--- src/rtl/mult_div_if.sv ---
// Request/response bundle between the multicycle control path and mult_div_unit.
interface mult_div_if #(
  parameter int WIDTH = 32
);
  logic             start;
  logic [1:0]       op;
  logic [WIDTH-1:0] operand_a;
  logic [WIDTH-1:0] operand_b;
  logic [WIDTH-1:0] hi;
  logic [WIDTH-1:0] lo;
  logic             busy;
  logic             done;
  logic             div_zero;

  modport master (
    output start, op, operand_a, operand_b,
    input  hi, lo, busy, done, div_zero
  );

  modport slave (
    input  start, op, operand_a, operand_b,
    output hi, lo, busy, done, div_zero
  );
endinterface

--- src/rtl/mult_div_unit.sv ---
// Multicycle MIPS HI/LO unit: shift-add multiply and restoring divide, one bit per clock.
// Define MULTDIV_UNSIGNED_EN to make op 2/3 (MULTU/DIVU) unsigned; otherwise op[1] is ignored.
module mult_div_unit #(
  parameter int WIDTH = 32,
  parameter int CNT_W = 6
) (
  input  logic       clk,
  input  logic       reset,
  mult_div_if.slave  bus
);

  typedef enum logic [1:0] {IDLE, MULT, DIV, FIX} state_t;

  localparam logic [CNT_W-1:0] LAST = CNT_W'(WIDTH - 1);

  state_t               state;
  logic [CNT_W-1:0]     cnt;
  logic [2*WIDTH-1:0]   acc;
  logic [WIDTH-1:0]     operand;
  logic                 is_div;
  logic                 neg_res;
  logic                 neg_rem;
  logic                 dz;
  logic [WIDTH-1:0]     hi_r;
  logic [WIDTH-1:0]     lo_r;
  logic                 busy_r;
  logic                 done_r;
  logic                 div_zero_r;

  logic                 is_signed;
`ifdef MULTDIV_UNSIGNED_EN
  assign is_signed = ~bus.op[1];
`else
  logic unused_op_hi;
  assign is_signed    = 1'b1;
  assign unused_op_hi = bus.op[1];
`endif

  logic             a_neg;
  logic             b_neg;
  logic [WIDTH-1:0] a_mag;
  logic [WIDTH-1:0] b_mag;
  assign a_neg = is_signed & bus.operand_a[WIDTH-1];
  assign b_neg = is_signed & bus.operand_b[WIDTH-1];
  assign a_mag = a_neg ? -bus.operand_a : bus.operand_a;
  assign b_mag = b_neg ? -bus.operand_b : bus.operand_b;

  // Multiply: upper half accumulates, multiplier bits drain out of the bottom.
  logic [WIDTH:0] mul_sum;
  assign mul_sum = {1'b0, acc[2*WIDTH-1:WIDTH]} + {1'b0, operand};

  // Divide: upper half is the partial remainder, lower half shifts dividend out and quotient in.
  logic [WIDTH:0] div_trial;
  logic [WIDTH:0] div_diff;
  logic           div_ge;
  assign div_trial = {acc[2*WIDTH-1:WIDTH], acc[WIDTH-1]};
  assign div_diff  = div_trial - {1'b0, operand};
  assign div_ge    = ~div_diff[WIDTH];

  logic [2*WIDTH-1:0] prod_fixed;
  logic [WIDTH-1:0]   quot_fixed;
  logic [WIDTH-1:0]   rem_fixed;
  assign prod_fixed = neg_res ? -acc : acc;
  assign quot_fixed = neg_res ? -acc[WIDTH-1:0] : acc[WIDTH-1:0];
  assign rem_fixed  = neg_rem ? -acc[2*WIDTH-1:WIDTH] : acc[2*WIDTH-1:WIDTH];

  always_ff @(posedge clk or posedge reset) begin
    if (reset) begin
      state      <= IDLE;
      cnt        <= '0;
      acc        <= '0;
      operand    <= '0;
      is_div     <= 1'b0;
      neg_res    <= 1'b0;
      neg_rem    <= 1'b0;
      dz         <= 1'b0;
      hi_r       <= '0;
      lo_r       <= '0;
      busy_r     <= 1'b0;
      done_r     <= 1'b0;
      div_zero_r <= 1'b0;
    end else begin
      done_r     <= 1'b0;
      div_zero_r <= 1'b0;
      case (state)
        IDLE: begin
          if (bus.start) begin
            cnt     <= '0;
            busy_r  <= 1'b1;
            is_div  <= bus.op[0];
            neg_res <= a_neg ^ b_neg;
            neg_rem <= a_neg;
            if (bus.op[0]) begin
              acc     <= {{WIDTH{1'b0}}, a_mag};
              operand <= b_mag;
              // A zero divisor skips the iterations and only reports the exception.
              if (bus.operand_b == '0) begin
                dz    <= 1'b1;
                state <= FIX;
              end else begin
                dz    <= 1'b0;
                state <= DIV;
              end
            end else begin
              acc     <= {{WIDTH{1'b0}}, b_mag};
              operand <= a_mag;
              dz      <= 1'b0;
              state   <= MULT;
            end
          end
        end
        MULT: begin
          acc <= acc[0] ? {mul_sum, acc[WIDTH-1:1]} : {1'b0, acc[2*WIDTH-1:1]};
          cnt <= cnt + 1'b1;
          if (cnt == LAST) state <= FIX;
        end
        DIV: begin
          acc <= {(div_ge ? div_diff[WIDTH-1:0] : div_trial[WIDTH-1:0]),
                  acc[WIDTH-2:0], div_ge};
          cnt <= cnt + 1'b1;
          if (cnt == LAST) state <= FIX;
        end
        FIX: begin
          if (dz) begin
            div_zero_r <= 1'b1;
          end else if (is_div) begin
            hi_r <= rem_fixed;
            lo_r <= quot_fixed;
          end else begin
            hi_r <= prod_fixed[2*WIDTH-1:WIDTH];
            lo_r <= prod_fixed[WIDTH-1:0];
          end
          dz     <= 1'b0;
          done_r <= 1'b1;
          busy_r <= 1'b0;
          state  <= IDLE;
        end
        default: state <= IDLE;
      endcase
    end
  end

  assign bus.hi       = hi_r;
  assign bus.lo       = lo_r;
  assign bus.busy     = busy_r;
  assign bus.done     = done_r;
  assign bus.div_zero = div_zero_r;

endmodule

--- src/flat_wrapper.sv ---
// flat-port wrapper written by rule: the top's interface ports become plain ports
module mult_div_unit_flat 
#(
  parameter int WIDTH = 32,
  parameter int CNT_W = 6
)
  (clk, reset, bus_start, bus_op, bus_operand_a, bus_operand_b, bus_hi, bus_lo, bus_busy, bus_done, bus_div_zero);
  mult_div_if #(.WIDTH(WIDTH)) bus_i ();
  input  logic clk;
  input  logic reset;
  input wire logic [$bits(bus_i.start)-1:0] bus_start;
  input wire logic [$bits(bus_i.op)-1:0] bus_op;
  input wire logic [$bits(bus_i.operand_a)-1:0] bus_operand_a;
  input wire logic [$bits(bus_i.operand_b)-1:0] bus_operand_b;
  output wire logic [$bits(bus_i.hi)-1:0] bus_hi;
  output wire logic [$bits(bus_i.lo)-1:0] bus_lo;
  output wire logic [$bits(bus_i.busy)-1:0] bus_busy;
  output wire logic [$bits(bus_i.done)-1:0] bus_done;
  output wire logic [$bits(bus_i.div_zero)-1:0] bus_div_zero;
  assign bus_i.start = bus_start;
  assign bus_i.op = bus_op;
  assign bus_i.operand_a = bus_operand_a;
  assign bus_i.operand_b = bus_operand_b;
  assign bus_hi = bus_i.hi;
  assign bus_lo = bus_i.lo;
  assign bus_busy = bus_i.busy;
  assign bus_done = bus_i.done;
  assign bus_div_zero = bus_i.div_zero;
  mult_div_unit #(.WIDTH(WIDTH), .CNT_W(CNT_W)) u_core (.clk(clk), .reset(reset), .bus(bus_i));
endmodule
--- config.mk ---
export PLATFORM = sky130hd
export DESIGN_NAME = mult_div_unit_flat
export DESIGN_NICKNAME = d
export VERILOG_FILES = /design/src/rtl/mult_div_if.sv /design/src/rtl/mult_div_unit.sv /design/src/flat_wrapper.sv
export SDC_FILE = /design/constraint.sdc
export NUM_CORES = 1
export LEC_CHECK = 0
export CAP_MARGIN = 10
export CORE_MARGIN = 4
export CORE_UTILIZATION = 45
export CTS_CLUSTER_SIZE = 30
export DETAILED_ROUTE_END_ITERATION = 10
export PLACE_DENSITY = 0.69
export SLEW_MARGIN = 30
export SYNTH_ARGS = -nofsm -noshare
export SYNTH_HDL_FRONTEND = slang
export SYNTH_SLANG_ARGS = --single-unit
--- constraint.sdc ---
create_clock -name clk -period 5.8 [get_ports clk]
set_clock_uncertainty 0.2 [all_clocks]
set_input_delay 1.16 -clock clk [delete_from_list [all_inputs] [get_ports clk]]
set_output_delay 1.16 -clock clk [all_outputs]
set_load 0.005 [all_outputs]
### Yosys cells after proc, flatten, opt, wreduce, memory -nomap -nowiden

Cells that the tools add are included.
Widths: inputs -> output; s select.

| operators by class | value |
|---|---|
| reduce and logical (&&, ||, !) cells | 12 |
| add/sub/neg operators | 8 |
| equal/unequal tests | 6 |
| mux-type cells | 29 |
| bitwise operators | 3 |

Operators with widths:

| cell | count |
|---|---|
| $mux 32 | 9 |
| $mux 64 | 3 |
| $pmux 64 s3 | 1 |
| $neg 32->32 | 4 |
| $neg 64->64 | 1 |
| $add 32x32->33 | 1 |
| $sub 33x32->33 | 1 |
| $logic_not 32->1 | 1 |
| $pmux 6 s2 | 1 |
| $reduce_and 2->1 | 6 |
| $mux 1 | 8 |
| $add 6x1->6 const B | 1 |
| $eq 6x5->1 const B | 1 |
| $mux 2 | 3 |
| $mux 6 | 1 |
| $pmux 2 s3 | 1 |
| $eq 2x2->1 const B | 2 |
| $pmux 1 s2 | 2 |
| $reduce_bool 2->1 | 2 |
| $reduce_bool 3->1 | 1 |
| $eq 2x1->1 const B | 1 |
| $logic_not 2->1 | 1 |
| $ne 2x1->1 const B | 1 |
| $ne 2x2->1 const B | 1 |
| other kinds (3) | 4 |

| storage, ports and cells | value |
|---|---|
| input bits | 69 |
| output and inout port bits | 67 |
| word-level logic and storage cells | 71 |
| bits in registers | 175 |

### Depth between registers and ports, before layout

| depth | value |
|---|---|
| word-level depth | 5 |
| gate-level depth with buffers | 15 |
| mapped depth without buffers | 13 |

### Worst setup path before layout

No wires, ideal clock.

| path | value |
|---|---|
| kind | input -> register |
| start | input bus_operand_a[17] |
| end | register u_core.acc[29] |
| path slack | 1.856 ns |
| cell stages on the path | 9 |
| path buffers | 0 |
| setup time | 0.142 ns |
| data required time | 5.458 ns |
| arrival | 3.603 ns |
| cell sequence | or4_4 or4_4 or4_4 or3_4 o31ai_4 xor2_1 nor2_1 a21oi_1 o221ai_1 |

| on the way | value |
|---|---|
| longest elaborated chain between the ends | 5 |

RTL lines:

| element | line | source |
|---|---|---|
| start: declaration | flat_wrapper.sv:13 | `input wire logic [$bits(bus_i.operand_a)-1:0] bus_operand_a;` |
| $neg 32->32 | mult_div_unit.sv:45 | `assign a_mag = a_neg ? -bus.operand_a : bus.operand_a;` |
| $mux 32 | mult_div_unit.sv:45 |  |
| $mux 32 | mult_div_unit.sv:93 | `if (bus.op[0]) begin` |
| $mux 64 | mult_div_unit.sv:87 | `if (bus.start) begin` |
| $pmux 64 s3 | mult_div_unit.sv:85 | `case (state)` |
| end signal: assignment | mult_div_unit.sv:94 | `acc <= {{WIDTH{1'b0}}, a_mag};` |
| end signal: assignment | mult_div_unit.sv:105 | `acc <= {{WIDTH{1'b0}}, b_mag};` |
| end signal: assignment | mult_div_unit.sv:113 | `acc <= acc[0] ? {mul_sum, acc[WIDTH-1:1]} : {1'b0, acc[2*WIDTH-1:1]};` |
| end: declaration | mult_div_unit.sv:18 | `logic [2*WIDTH-1:0] acc;` |

No other way between the ends. The select of a mux whose other input is x is not followed.
A chain may end at the register's enable or synchronous reset.

### Worst setup path in the final report

| path | value |
|---|---|
| start | register u_core.acc[31] |
| end | register u_core.acc[47] |

| on the way | value |
|---|---|
| longest elaborated chain between the ends | 3 |

RTL lines:

| element | line | source |
|---|---|---|
| $sub 33x32->33 | mult_div_unit.sv:57 | `assign div_diff = div_trial - {1'b0, operand};` |
| $mux 32 | mult_div_unit.sv:118 | `acc <= {(div_ge ? div_diff[WIDTH-1:0] : div_trial[WIDTH-1:0]),` |
| $pmux 64 s3 | mult_div_unit.sv:85 |  |

No other way between the ends.

==> impl_metrics.py <==
metrics = {
    "route": {
        "drt_drc": 0,
        "via_per_inst": 6.069,
        "drt.antenna.violating_nets": 0,
        "detailroute.via_count": 13686,
        "wire_per_inst_um": 19.48,
        "drt_first_pass_iters": 6,
        "drtIter0Drc": 1159,
        "routed_wirelength_um": 43930,
    },
    "worst_setup_path": {
        "slowest_delay_ns": 0.54,
        "timing.critical_path.cells": "inv_1, ha_1, fa_1, nand2b_1, a21oi_1, o21ai_0, a21boi_0, buf_4, o211a_1, o31ai_1, a311oi_4, buf_4, mux2i_1, nor2_1, a221o_1",
        "worst_setup_ep_type": "flop",
        "crit_fanout": 45,
        "timing.critical_path.slowest_stage_cell": "buf_4",
        "crit_family": "compound AO/OA/AOI/OAI gates",
        "worstPathArrival_ns": 4.63,
        "timing.critical_path.buf_inv": 3,
        "worstSetupStartpointType": "flop",
        "critical_path.startpoint": "u_core.acc[31]",
        "worstSetupPathType": "reg -> reg",
        "required_ns": 5.91,
        "timing.critical_path.mode_cell": "buf_4",
        "reg2reg_from": "u_core.acc[31]",
    },
    "global_route": {
        "globalRouteOverflowTotal": 0,
        "via_count_of_the_first_global_routing_pass": 12785,
        "initial_antenna_violation_count": 2,
        "grt_first_pass_wirelength_um": 69830,
        "grt_use_total_pct": 25.23,
        "pin_count_of_the_biggest_net_entering_global_routing": 114,
    },
    "placement": {
        "preCtsSetupSlack_ns": 0.9270,
        "io_buffers": 134,
        "hpwl_um": 32980,
        "gp_routability_congestion": 0.9490,
        "placed_cells_incl_taps": 2221,
        "placed_cell_area_um2": 15910,
    },
    "timing": {
        "rsz0062_at_grt": "false",
        "totalNegativeSetupSlack_ns": 0,
        "timing_max_transition_violations_final": 0,
        "max_slew.worst_pin.slew_ns": 0.9053,
        "clock.fmax_mhz": 221.1,
        "max-slew-margin-rel_pct": 39.65,
        "post-route-period-util_pct": 77.97,
        "final_hold_viol_count": 0,
        "post-route-min-period_ns": 4.522,
        "final_setup_margin_ns": 1.278,
        "setup_viol_count_final": 0,
    },
    "power_and_ir_drop": {
        "power_switching_uw": 5775,
        "vdd.ir_drop.worst_mv": 0.3295,
        "netSwitchingFraction_pct": 51.43,
        "seq_power_share_pct": 23.3,
        "cellInternalPower_uw": 5455,
        "clockPowerShare_pct": 11.1,
        "pwr_density_cell_nw_per_um2": 677.9,
        "pwr-share-comb_pct": 65.7,
        "p_leak_uw": 0.007124,
    },
    "logic_synthesis": {
        "synth-seq-area-share_pct": 30.67,
        "ys_types": 81,
        "synth_enable_flop_cells": 0,
        "yosys_reg_bits": 175,
        "syn_nets": 1922,
        "syn_area_cell_um2": 8.029,
        "postSynth.topFlopCell": "dfrtp_1",
        "syn_inst": 1778,
        "combined_area_of_all_synthesized_cells_um2": 14280,
        "synth.yosys.warnings": 0,
        "area_fraction_of_the_dominant_cell_type_after_synthesis_pct": 30.67,
        "ys_top_cells_by_count": "o21ai_0 (227), nand2_1 (218), dfrtp_1 (175)",
        "post-synth-top-count-cell": "o21ai_0",
        "synth_async_sr_flop_share_pct": 100.0,
        "yosys.area.top_type": "dfrtp_1",
        "ys_top_cells_by_area": "dfrtp_1 (31%), o21ai_0 (8.0%), ha_1 (6.4%)",
    },
    "clock_network": {
        "post-cts-setup-buffer-count": 0,
        "clockRootBuffer": "clkbuf_16",
        "cts_inserted_buffers": 17,
        "clockBufferDepth": 2,
        "worst_skew_pair.late_latency_ns": 0.44,
        "cts_tree": "done",
        "hold_buffers": 0,
        "cts.sink_count": 175,
        "cts_htree_levels": 4,
        "cts-resized-gates": 0,
        "clk_transition_reported_paths_ns": 0.08,
    },
    "cells_and_area": {
        "fraction_of_final_layout_cells_with_drive_strength_greater_than_1_pct": 5.436,
        "area.growth.synth_to_final_pct": 16.05,
        "final.fill_count": 2945,
        "final-instance-count-excl-fill": 2255,
        "finalCoreUtilization_pct": 53.60,
        "nNetsFinal": 1989,
        "postLayoutCellArea_um2": 16570,
    },
    "floorplan": {
        "std_cell_rows": 64,
        "starting_utilization_of_the_core_area_pct": 46.19,
        "core_um2": 30910,
        "die_area_um2": 34640,
        "die_w_um": 186.1,
        "ioPinCount": 136,
        "die_y_um": 186.1,
    },
    "job": {
        "maxCapViolCount": 0,
    },
    "status": {
        "status": "finished, final reports clean",
    },
    "hold_path": {
        "hold_class": "reg -> reg",
        "timing.hold.worst.start": "u_core.bus.hi[12]",
    },
}
## placed cells by master (no fill, tap or decap), drive strengths merged, types with 17 or more instances in the layout
cell type / n
inv: 71
a21o: 37
o21ai: 234
nand3: 33
buf: 26
a211oi: 24
dfrtp: 175
nor3: 25
or4: 24
xor2: 76
mux2i: 27
xnor2: 94
o31ai: 29
a21oi: 138
clkdlybuf4s50: 133
ha: 73
nor2: 130
a22oi: 46
nand2: 218
clkbuf: 17
## sequential cells by signal (all words and copies together), names as in the netlist
register             cells
u_core.acc              64
u_core.bus.busy          1
u_core.bus.div_zero      1
u_core.bus.done          1
u_core.bus.hi           32
u_core.bus.lo           32
u_core.cnt               6
u_core.dz                1
u_core.is_div            1
u_core.neg_rem           1
u_core.neg_res           1
u_core.operand          32
u_core.state             2
## metrics by stage
step                total power, uW  hold WS, ns
floorplan                      7770       0.2584
global placement               9651       0.2602
detailed placement             9846       0.2697
CTS                           11120       0.2883
global route                  12210       0.3037
finish                        11230       0.2784
## power by group through the flow
stage	clock network, uW	logic, uW	registers, uW
after floorplan	0	5570	2200
after global placement	0	7080	2570
after detailed placement	0	7250	2600
after CTS	1270	7280	2570
after global routing	1310	8230	2660
final	1250	7370	2610
## kinds of logic after synthesis
group,after synthesis,share of synthesized area (%)
flip-flops,175,30.67
AND/OR/NAND/NOR,522,17.57
XOR/XNOR,170,10.43
adder cells (fa/ha/maj),75,6.678
AO/OA/AOI/OAI,627,27.64
buffers and inverters,177,4.715
multiplexers,32,2.287
## area by class of cell
| cell class | count | area, um^2 | area share [%] |
|---|---|---|---|
| multi-input cells | 1426 | 9254 | 55.86 |
| flip-flops and latches | 175 | 4379 | 26.43 |
| repair buffers | 159 | 1549 | 9.350 |
| well taps | 396 | 495.5 | 2.991 |
| clock buffers | 17 | 425.4 | 2.568 |
| inverters | 66 | 251.5 | 1.518 |
| clock inverters | 15 | 210.2 | 1.269 |
| diodes | 1 | 2.502 | 0.01510 |
## metal layers
layer	wire (um)	GRT usage, %	vias to the layer above
li1	-	-	6567
met1	20030	36.68	6494
met2	19770	39.60	565
met3	3284	3.615	58
met4	836	6.704	2
met5	13	0	-
## final timing paths
kind                                     end  slack [ns]  depth (start not counted)
min                        u_core.bus.hi[12]        0.28                          2
max                           u_core.acc[47]        1.28                         15
min reg2reg                u_core.bus.hi[12]        0.28                          2
max in group asynchronous     u_core.acc[51]        3.62                          4
max reg2reg                   u_core.acc[47]        1.28                         15
min in group asynchronous   u_core.bus.lo[8]        0.80                          2
## tightest hold or removal path, delay by kind of cell, from the launching register on
| kind | cells | cell delay, ns |
|---|---|---|
| AOI/OAI and AO/OA | 1 | 0.06 |
| DFF | 1 | 0.34 |
| and+or+nand+nor | 1 | 0.05 |
Note: power is estimated with default switching activity, not from simulation.
